$ cat src/rtl/mem_lsu.sv
// mem_lsu: MEM-stage load/store unit with lane steering, extension, misalignment and timeout detection.
module mem_lsu #(
  parameter int DATA_WIDTH = 32,
  parameter int ADDR_WIDTH = 32,
  parameter int TIMEOUT = 255
) (
  input  logic                    clk,
  input  logic                    rst,
  input  logic                    req_valid_i,
  output logic                    req_ready_o,
  input  logic [3:0]              mem_op_i,
  input  logic [ADDR_WIDTH-1:0]   addr_i,
  input  logic [DATA_WIDTH-1:0]   wdata_i,
  input  logic [4:0]              rd_add_i,
  output logic                    dmem_req_o,
  input  logic                    dmem_gnt_i,
  output logic                    dmem_we_o,
  output logic [ADDR_WIDTH-1:0]   dmem_addr_o,
  output logic [DATA_WIDTH/8-1:0] dmem_be_o,
  output logic [DATA_WIDTH-1:0]   dmem_wdata_o,
  input  logic                    dmem_rvalid_i,
  input  logic [DATA_WIDTH-1:0]   dmem_rdata_i,
  output logic                    rsp_valid_o,
  output logic [DATA_WIDTH-1:0]   rsp_data_o,
  output logic [4:0]              rsp_rd_add_o,
  output logic                    load_err_o,
  output logic                    store_err_o,
  output logic                    bus_err_o,
  output logic [ADDR_WIDTH-1:0]   last_add_o
);
  localparam int NB = DATA_WIDTH / 8;
  localparam int OW = $clog2(NB);
  typedef enum logic [1:0] {IDLE, REQ, WAIT} state_t;
  state_t state, next;
  logic is_load, is_store, bad, accept, timeout, sgn_q, st_q;
  logic [1:0] sz, sz_q;
  logic [NB-1:0] mask;
  logic [OW-1:0] off, off_q;
  logic [4:0] rd_q;
  logic [7:0] cnt;
  logic [DATA_WIDTH-1:0] sh, ext_b, ext_h, ext_w, ld_data;
  assign is_load = mem_op_i >= 4'd1 && mem_op_i <= 4'd7;
  assign is_store = mem_op_i >= 4'd8 && mem_op_i <= 4'd11;
  assign sz = (mem_op_i == 4'd1 || mem_op_i == 4'd4 || mem_op_i == 4'd8) ? 2'd0 :
              (mem_op_i == 4'd2 || mem_op_i == 4'd5 || mem_op_i == 4'd9) ? 2'd1 :
              (mem_op_i == 4'd3 || mem_op_i == 4'd6 || mem_op_i == 4'd10) ? 2'd2 : 2'd3;
  // Doubleword and LWU only exist on a 64-bit bus.
  assign bad = (sz == 2'd1 && addr_i[0]) || (sz == 2'd2 && |addr_i[1:0]) ||
               (sz == 2'd3 && |addr_i[2:0]) || (NB == 4 && (sz == 2'd3 || mem_op_i == 4'd6));
  assign mask = sz == 2'd0 ? NB'(1) : sz == 2'd1 ? NB'(3) : sz == 2'd2 ? NB'(15) : '1;
  assign off = addr_i[OW-1:0];
  assign accept = state == IDLE && req_valid_i && (is_load || is_store);
  assign timeout = cnt == 8'(TIMEOUT);
  assign req_ready_o = state == IDLE;
  assign dmem_req_o = state == REQ;
  assign sh = dmem_rdata_i >> {off_q, 3'b000};
  assign ext_b = sgn_q ? DATA_WIDTH'($signed(sh[7:0])) : DATA_WIDTH'(sh[7:0]);
  assign ext_h = sgn_q ? DATA_WIDTH'($signed(sh[15:0])) : DATA_WIDTH'(sh[15:0]);
  assign ext_w = sgn_q ? DATA_WIDTH'($signed(sh[31:0])) : DATA_WIDTH'(sh[31:0]);
  assign ld_data = st_q ? '0 : sz_q == 2'd0 ? ext_b : sz_q == 2'd1 ? ext_h : sz_q == 2'd2 ? ext_w : sh;
  always_ff @(posedge clk) state <= rst ? IDLE : next;
  always_comb begin
    next = state;
    case (state)
      IDLE: next = (accept && !bad) ? REQ : IDLE;
      REQ: next = dmem_gnt_i ? WAIT : REQ;
      WAIT: next = (dmem_rvalid_i || timeout) ? IDLE : WAIT;
      default: next = IDLE;
    endcase
  end
  always_ff @(posedge clk) begin
    if (rst) begin
      rsp_valid_o <= 1'b0;
      load_err_o <= 1'b0;
      store_err_o <= 1'b0;
      bus_err_o <= 1'b0;
      rsp_data_o <= '0;
      rsp_rd_add_o <= '0;
      last_add_o <= '0;
      dmem_we_o <= 1'b0;
      dmem_addr_o <= '0;
      dmem_be_o <= '0;
      dmem_wdata_o <= '0;
      off_q <= '0;
      sz_q <= '0;
      sgn_q <= 1'b0;
      st_q <= 1'b0;
      rd_q <= '0;
      cnt <= '0;
    end else begin
      rsp_valid_o <= 1'b0;
      load_err_o <= 1'b0;
      store_err_o <= 1'b0;
      bus_err_o <= 1'b0;
      if (accept) begin
        last_add_o <= addr_i;
        off_q <= off;
        sz_q <= sz;
        sgn_q <= mem_op_i inside {4'd1, 4'd2, 4'd3, 4'd7};
        st_q <= is_store;
        rd_q <= rd_add_i;
        cnt <= '0;
        if (bad) begin
          rsp_valid_o <= 1'b1;
          load_err_o <= is_load;
          store_err_o <= is_store;
          rsp_data_o <= '0;
          rsp_rd_add_o <= rd_add_i;
        end else begin
          dmem_we_o <= is_store;
          dmem_addr_o <= {addr_i[ADDR_WIDTH-1:OW], OW'(0)};
          dmem_be_o <= is_store ? mask << off : '0;
          dmem_wdata_o <= wdata_i << {off, 3'b000};
        end
      end
      if (state == WAIT) begin
        if (dmem_rvalid_i || timeout) begin
          rsp_valid_o <= 1'b1;
          bus_err_o <= !dmem_rvalid_i;
          rsp_data_o <= dmem_rvalid_i ? ld_data : '0;
          rsp_rd_add_o <= rd_q;
        end else cnt <= cnt + 8'd1;
      end
    end
  end
endmodule

$ cat config.mk
export PLATFORM = sky130hd
export DESIGN_NAME = mem_lsu
export DESIGN_NICKNAME = d
export VERILOG_FILES = /design/src/rtl/mem_lsu.sv
export SDC_FILE = /design/constraint.sdc
export NUM_CORES = 1
export LEC_CHECK = 0
export CORE_ASPECT_RATIO = 1.4
export CORE_MARGIN = 2
export CORE_UTILIZATION = 40
export CTS_CLUSTER_SIZE = 20
export DETAILED_ROUTE_END_ITERATION = 8
export DONT_BUFFER_PORTS = 1
export GPL_TIMING_DRIVEN = 0
export PLACE_DENSITY_LB_ADDON = 0.08
export SYNTH_ARGS = -nofsm -noshare
export SYNTH_HDL_FRONTEND = slang
export SYNTH_SLANG_ARGS = --single-unit
$ cat constraint.sdc
create_clock -name clk -period 2 [get_ports clk]
set_input_delay 0.5 -clock clk [delete_from_list [all_inputs] [get_ports clk]]
set_output_delay 0.5 -clock clk [all_outputs]
set_load 0.01 [all_outputs]
==> summary.txt, run 1 <==
Run status
  • Status: complete, but fails checks
  • Failing checks: setup timing

Synthesis
  • Synth Instances: ~800
  • Synth unique cells: 52
  • Synth Flop Type: dfxtp_1
  • Seq cells post-synth: 159
  • Async set-reset flop share out of synthesis: 0%
  • Sequential share of the synthesized area: between 40% and 50%
  • Synth warn: 0
  • Syn Std Cell Area: 6770 um2
  • Average size of a mapped cell: 8.42 um2
  • Post-synth EDFFs: 0

Die
  • Core ar.: 16700 um2
  • DIE AREA: between 15000 and 20000 um2
  • Row cnt: 56
  • Starting Density: 40.6%
  • # IOs: 254
  • Die width: 114 um
  • Die span in y: 158 um

Timing
  • RSZ-0062 raised after global routing: true
  • Min Clock Period, post-route: 2.02 ns
  • Tcrit/Tclk final: 101%
  • Normalized max-slew margin: 32.9%
  • WHS: 0.200 ns
  • Slew @ Worst Pin: 1.00 ns
  • Slack of the critical path: -0.0189 ns
  • Max Clock Skew: 0.00862 ns
  • Final Max Tran Viols: 0
  • Fmax: 495 MHz
  • Final hold viol count: 0
  • Final setup vio count: 3

Worst setup path
  • Crit end category: flip-flop
  • Setup crit start kind: flip-flop
  • CP Class: flip-flop to flip-flop
  • Worst Reg-to-Reg Cells: 7
  • Crit-path slowest cell: or3b_4
  • Worst path required time: roughly 2.3 ns
  • Worst path max stage delay: 0.43 ns
  • Worst EP arrival: 2.30 ns
  • Reg-to-reg slack, setup: -0.02 ns
  • CP max FO: 10
  • Critical R2R Capture: dmem_wdata_o[23]$_SDFFE_PP0P_
  • Worst-path cell chain: or3b_4 > a211o_4 > a31o_4 > buf_6 > buf_12 > a221oi_4 > nor3_2
  • Reg2Reg Launch Point: state[0]$_SDFF_PP0_

Power and ir drop
  • Maximum vdd ir drop: 422 uV
  • PD cells: 931 nW/um2
  • Clk network pwr share: 43.7%
  • Total power: 7480 uW
  • Comb pwr share: 10.5%
  • Sw frac: 26.8%
  • Int Pwr: 5480 uW
  • Switch Pwr: 2000 uW
  • Flop pwr share: 45.8%
  • Leak: ~0.0029 uW

Final layout
  • Register area: between 3000 and 4000 um2
  • Final Net Count: ~940
  • Multi-input logic area: 3500 um2
  • Fraction of layout cells with a size suffix above 1: 17.0%
  • Fillers: roughly 1600
  • Diodes inserted: 0
  • Area Growth Syn to Fin: 18.6%

Global routing
  • Global-route wire length before repair: 33600 um
  • Total grt overflow: 0
  • All-layer global routing usage: 24.3%
  • Antenna violations before repair: 0
  • Largest net degree at the start of global routing: 20
  • Vias in the first global route: slightly above 6000

Detailed routing
  • Initial DRC Count: 386
  • Number of routed nets with antenna violations: 0
  • WL per Instance: about 21 um
  • Via density per instance: 5.81
  • Vias: 6087
  • # DRC: 0
  • DRT Pass-1 Iters: 5
  • DRT Wirelength: 22400 um

CTS
  • CTS sink count: 159
  • Clk root buf: clkbuf_16
  • TritonCTS clock tree: yes
  • CTS Buffer Depth: 2
  • Cts bufs inserted: 17
  • CTS clk-pin slew, worst paths: 0.07 ns
  • H-tree Lvls: 4
  • Worst-Skew Late Latency: 0.42 ns

Run
  • Max Cap Viol: 0

Placement
  • Dpl hpwl: about 17000 um
  • Routability cong.: 0.895
  • # port buffers: 0

Worst hold path
  • Worst Hold Launch: addr_i[10]
  • Hold crit path type: input pin to flip-flop
  • Hold endpoint: last_add_o[10]$_SDFFE_PP0P_
  • Worst Hold Depth: 2
==> cell usage after synthesis, drive strengths merged, types with 4 or more instances <==
cell type  instances  area share, %
a211oi             5           0.55
a221o             16            2.4
nand2b             7           0.65
nor2              26            1.4
a21oi            108            8.0
buf               30            2.2
clkbuf            38            2.1
inv                4           0.22
nand2            193             11
dfxtp            159             47
or3                8           0.74
nand3              8           0.59
nand4              6           0.55
nor2b             15            1.4
a22o              10            1.3
o21ai             30            2.2
nor3              11           0.81
o211ai            14            1.6
a211o              8            1.0
mux2              24            4.0
nand3b            12            1.3
a221oi             9            1.2
a32o               7            1.0
mux2i             20            3.0
==> how the worst max path moves through the flow <==
stage | from | endpoint | slack [ns] | depth (start not counted)
finish | state[0]$_SDFF_PP0_ | dmem_wdata_o[23]$_SDFFE_PP0P_ | -0.02 | 7
global route | state[0]$_SDFF_PP0_ | dmem_wdata_o[23]$_SDFFE_PP0P_ | -0.08 | 7
CTS | state[1]$_SDFF_PP0_ | dmem_wdata_o[23]$_SDFFE_PP0P_ | -0.02 | 7
detailed placement | rst | rsp_data_o[30]$_SDFF_PP0_ | -0.57 | 5
global placement | rst | rsp_data_o[30]$_SDFF_PP0_ | -0.50 | 5
floorplan | req_valid_i | dmem_wdata_o[21]$_SDFFE_PP0P_ | -0.04 | 7
==> metal layers <==
layer  share of wire [%]  global-route usage, %
met1                  36                   25.1
met2                  52                   44.0
met3                 8.7                   8.50
met4                 3.3                   10.8
met5                   0                      0
==> cells by family (layout without fill, tap and decap cells) <==
group / after synthesis / count (layout) / synth area share (%)
fa+ha+maj: 2 / 2 / 0.333
flops: 159 / 159 / 47.0
buf+inv: 72 / 112 / 4.51
xor+xnor: 1 / 1 / 0.129
compound gates: 224 / 224 / 21.3
mux: 44 / 44 / 6.95
simple gates: 301 / 301 / 19.7
other cells: 1 / 2 / 0.0554
==> registers in the layout (all words and copies together), names as in the netlist <==
| name | count |
|---|---|
| rsp_data_o | 32 |
| rsp_valid_o | 1 |
| st_q | 1 |
| bus_err_o | 1 |
| dmem_be_o | 4 |
| state | 2 |
| rd_q | 5 |
| sgn_q | 1 |
| load_err_o | 1 |
| rsp_rd_add_o | 5 |
| sz_q | 2 |
| dmem_we_o | 1 |
| dmem_addr_o | 30 |
| dmem_wdata_o | 32 |
| store_err_o | 1 |
| cnt | 8 |
| last_add_o | 32 |
==> critical path, delay by kind of cell (launching register included) <==
kind | cells | cell delay [ns]
AO/OA/AOI/OAI | 3 | 0.75
AND/OR/NAND/NOR | 2 | 0.49
flip-flops | 1 | 0.36
buffers and inverters | 2 | 0.28
==> metrics by stage <==
stage               cell area, um2  cells  setup slack (ns)  setup TNS (ns)  util (%)
floorplan                     6820    805           -0.0389          -0.350         -
global route                  8030   1048           -0.0801          -0.426      48.2
global placement              7070   1008            -0.499          -53.45      42.4
CTS                           7860   1045           -0.0247         -0.0400      47.1
detailed placement            7070   1008            -0.569          -58.53      42.4
finish                        8030   1048           -0.0189         -0.0309      48.2
==> layout make-up <==
class / count / share of cell area [%]
tap: 203 / 3.16
clock buffer: 19 / 5.51
buffer: 66 / 4.98
clock inverter: 13 / 1.85
multi-input combinational: 574 / 43.6
sequential: 159 / 39.8
inverter: 4 / 0.187
timing repair buffer: 10 / 0.981
==> cell usage in the layout (no fill, tap or decap), drive strengths merged, types with 8 or more instances in the layout <==
| cell type | instances |
|---|---|
| a221o | 16 |
| o211ai | 14 |
| mux2i | 20 |
| nor3 | 11 |
| nand2 | 193 |
| nand3 | 8 |
| mux2 | 24 |
| a221oi | 9 |
| o21ai | 30 |
| clkbuf | 54 |
| nand3b | 12 |
| nor2b | 15 |
| inv | 10 |
| a211o | 8 |
| dfxtp | 159 |
| a22o | 10 |
| nor2 | 26 |
| or3 | 8 |
| buf | 41 |
| a21oi | 108 |
==> power by group through the flow <==
stage,Sequential [uW],Clock (uW),Combinational (uW)
after floorplan,3460,0,523
after global placement,3490,0,687
after detailed placement,3500,0,704
after CTS,3420,3330,749
after global routing,3440,3470,870
final,3420,3270,788
==> what timing repair did <==
action / in CTS / in global routing
pin swaps: 17 / 9
resized for setup: 46 / 48
cloned: 1 / 0
setup endpoints to repair: 157 / 113
setup buffers: 6 / 3
hold buffers: 0 / 0
Note: power is estimated with default switching activity, not from simulation.
==> run 2, diff against run 1 <==
Settings changed: TNS_END_PERCENT from default to 30.
==> run 2 against run 1 <==
  * The flow still finishes with violations (setup timing)
  * Largest cell class unchanged
  * Sequential power barely moved
  * Hold slack improved by 0.0088 ns
  * Power decreased by 2.5%
==> summary.txt, run 2 (synthesized netlist as in run 1, its figures left out) <==
Worst setup path
  • Worst path max stage delay: 0.43 ns
  • Buf/Inv on CP: 1
  • Setup crit start kind: flip-flop
  • Crit end category: flip-flop
  • CP max FO: 7
  • Worst EP arrival: 2.37 ns
  • Worst-path cell chain: or3b_4 > a211o_4 > a31o_4 > buf_2 > or3_1 > a21oi_1
  • CP Class: flip-flop to flip-flop
  • Worst path required time: 2.34 ns
  • Cell family with most CP delay: simple AND/OR/NAND/NOR gates
  • Crit-path slowest cell: or3b_4

CTS
  • H-tree Lvls: 4
  • Worst-Skew Late Latency: ~0.42 ns
  • Cts bufs inserted: 17
  • CTS clk-pin slew, worst paths: ~0.060 ns
  • Hold-fix buffers at CTS: 0
  • CTS sink count: 159
  • TritonCTS clock tree: yes
  • CTS Buffer Depth: 2
  • Clk root buf: clkbuf_16

Final layout
  • Most common cell after layout, fill and taps aside: nand2_1
  • Area Growth Syn to Fin: 17.5%
  • Fraction of layout cells with a size suffix above 1: 15.2%
  • Final core occ: between 40% and 50%
  • Largest regs: dmem_wdata_o x32, last_add_o x32, rsp_data_o x32
  • Fillers: 1668
  • Diodes inserted: 0
  • Final Net Count: 940
  • Most frequent cells in the layout: nand2_1, dfxtp_1, a21oi_1

Timing
  • WHS: roughly 0.21 ns
  • Max Clock Skew: 0.00740 ns
  • RSZ-0062 raised after global routing: true
  • Normalized max-slew margin: 39.4%
  • Tcrit/Tclk final: 102%
  • Min Clock Period, post-route: about 2.0 ns
  • Final setup vio count: 4
  • Final Max Tran Viols: 0
  • Slack of the critical path: -0.0312 ns
  • Slew @ Worst Pin: 0.906 ns
  • Final hold viol count: 0
  • Fmax: between 400 and 500 MHz

Detailed routing
  • Vias: 6069
  • WL per Instance: 21.2 um
  • DRT Wirelength: about 22000 um
  • Initial DRC Count: 401
  • DRT Pass-1 Iters: 5
  • Number of routed nets with antenna violations: 0
  • Via density per instance: 5.82
  • # DRC: 0

Global routing
  • Vias in the first global route: 6036
  • All-layer global routing usage: between 20% and 30%
  • Largest net degree at the start of global routing: 20
  • Global-route wire length before repair: 33100 um
  • Total grt overflow: 0
  • Antenna violations before repair: 0

Power and ir drop
  • Maximum vdd ir drop: approximately 470 uV
  • Total power: 7290 uW
  • PD cells: 916 nW/um2
  • Leak: between 0.002 and 0.003 uW

Die
  • Row cnt: 56
  • Core ar.: 16700 um2
  • # IOs: 254
  • DIE AREA: approximately 18000 um2
  • Starting Density: 40.6%
  • Die width: 114 um
  • Die span in y: between 150 and 200 um

Worst hold path
  • Hold crit path type: input pin to flip-flop

Placement
  • Dpl hpwl: 17000 um
  • # port buffers: 0
  • Routability cong.: about 0.9

Run
  • Max Cap Viol: 0

Run status
  • Status: complete, but fails checks
  • Failing checks: setup timing
[run 2: changes by cell type in the layout (fill, tap and decap cells not counted), moves of 2 or more]
| cell | before | now |
|---|---|---|
| a221oi_2 | 6 | 1 |
| buf_4 | 20 | 15 |
| a221oi_1 | 2 | 6 |
| clkbuf_2 | 10 | 6 |
| clkbuf_4 | 1 | 5 |
| inv_6 | 6 | 3 |
| a21oi_1 | 103 | 105 |
| a21oi_2 | 5 | 3 |
| buf_2 | 9 | 7 |
| clkbuf_1 | 25 | 27 |
| clkinv_4 | 1 | 3 |
[run 2: timing repair]
item / CTS / global route
cloned: 0 / 2
gates resized for setup: 44 / 39
buffers inserted: 2 / 4
endpoints found under the setup margin: 157 / 113
pin swaps: 6 / 16
hold endpoints to repair: 0 / 0
[run 2: layer usage]
metal,share of wire (%),GRT usage [%],routed length (um),vias up
li1,-,-,-,2878
met1,35,24.3,7730,2871
met2,52,43.5,11500,271
met3,9.2,8.46,2030,49
met4,3.6,10.6,801,0
met5,0,0,0,-
[run 2: cell type report]
class / instances / area (um2) / area share [%]
flip-flops and latches: 159 / 3190 / 40.1
plain buffers: 65 / 399 / 5.02
repair buffers: 8 / 73.8 / 0.928
multi-input cells: 574 / 3460 / 43.5
clock inverters: 11 / 108 / 1.35
clock buffers: 19 / 453 / 5.69
inverters: 4 / 15.0 / 0.189
well taps: 203 / 254 / 3.19
[run 2: stage by stage]
step | TNS, ns | cells | instance area, um2 | worst slack [ns]
floorplan | -1.96 | 805 | 6810 | -0.0507
global placement | -58.48 | 1008 | 7060 | -0.502
detailed placement | -63.57 | 1008 | 7060 | -0.560
CTS | -0.621 | 1038 | 7750 | -0.0556
global route | -1.92 | 1043 | 7960 | -0.0796
finish | -0.100 | 1043 | 7960 | -0.0312
[run 2: path summary, 6_finish.rpt]
kind / cells after the start / slack [ns] / to / startpoint
setup reg to reg: 6 / -0.03 / dmem_wdata_o[12]$_SDFFE_PP0P_ / state[0]$_SDFF_PP0_
hold reg to reg: 2 / 0.46 / rd_q[4]$_SDFFE_PP0P_ / rd_q[4]$_SDFFE_PP0P_
hold / removal: 2 / 0.21 / last_add_o[8]$_SDFFE_PP0P_ / addr_i[8]
setup / recovery: 6 / -0.03 / dmem_wdata_o[12]$_SDFFE_PP0P_ / state[0]$_SDFF_PP0_
[run 2: worst reg2reg max path, delay by kind of cell (launching register included)]
kind,cells,cell delay [ns]
flops,1,0.36
compound gates,3,0.67
simple gates,2,0.78
buf+inv,1,0.15
[run 2: report_power, final]
group / total, uW / internal [uW] / leakage, uW / switching [uW]
Combinational: 772 / 292 / 0.00125 / 480
Sequential: 3420 / 3280 / 0.00129 / 141
Clock: 3090 / 1780 / 0.000272 / 1320
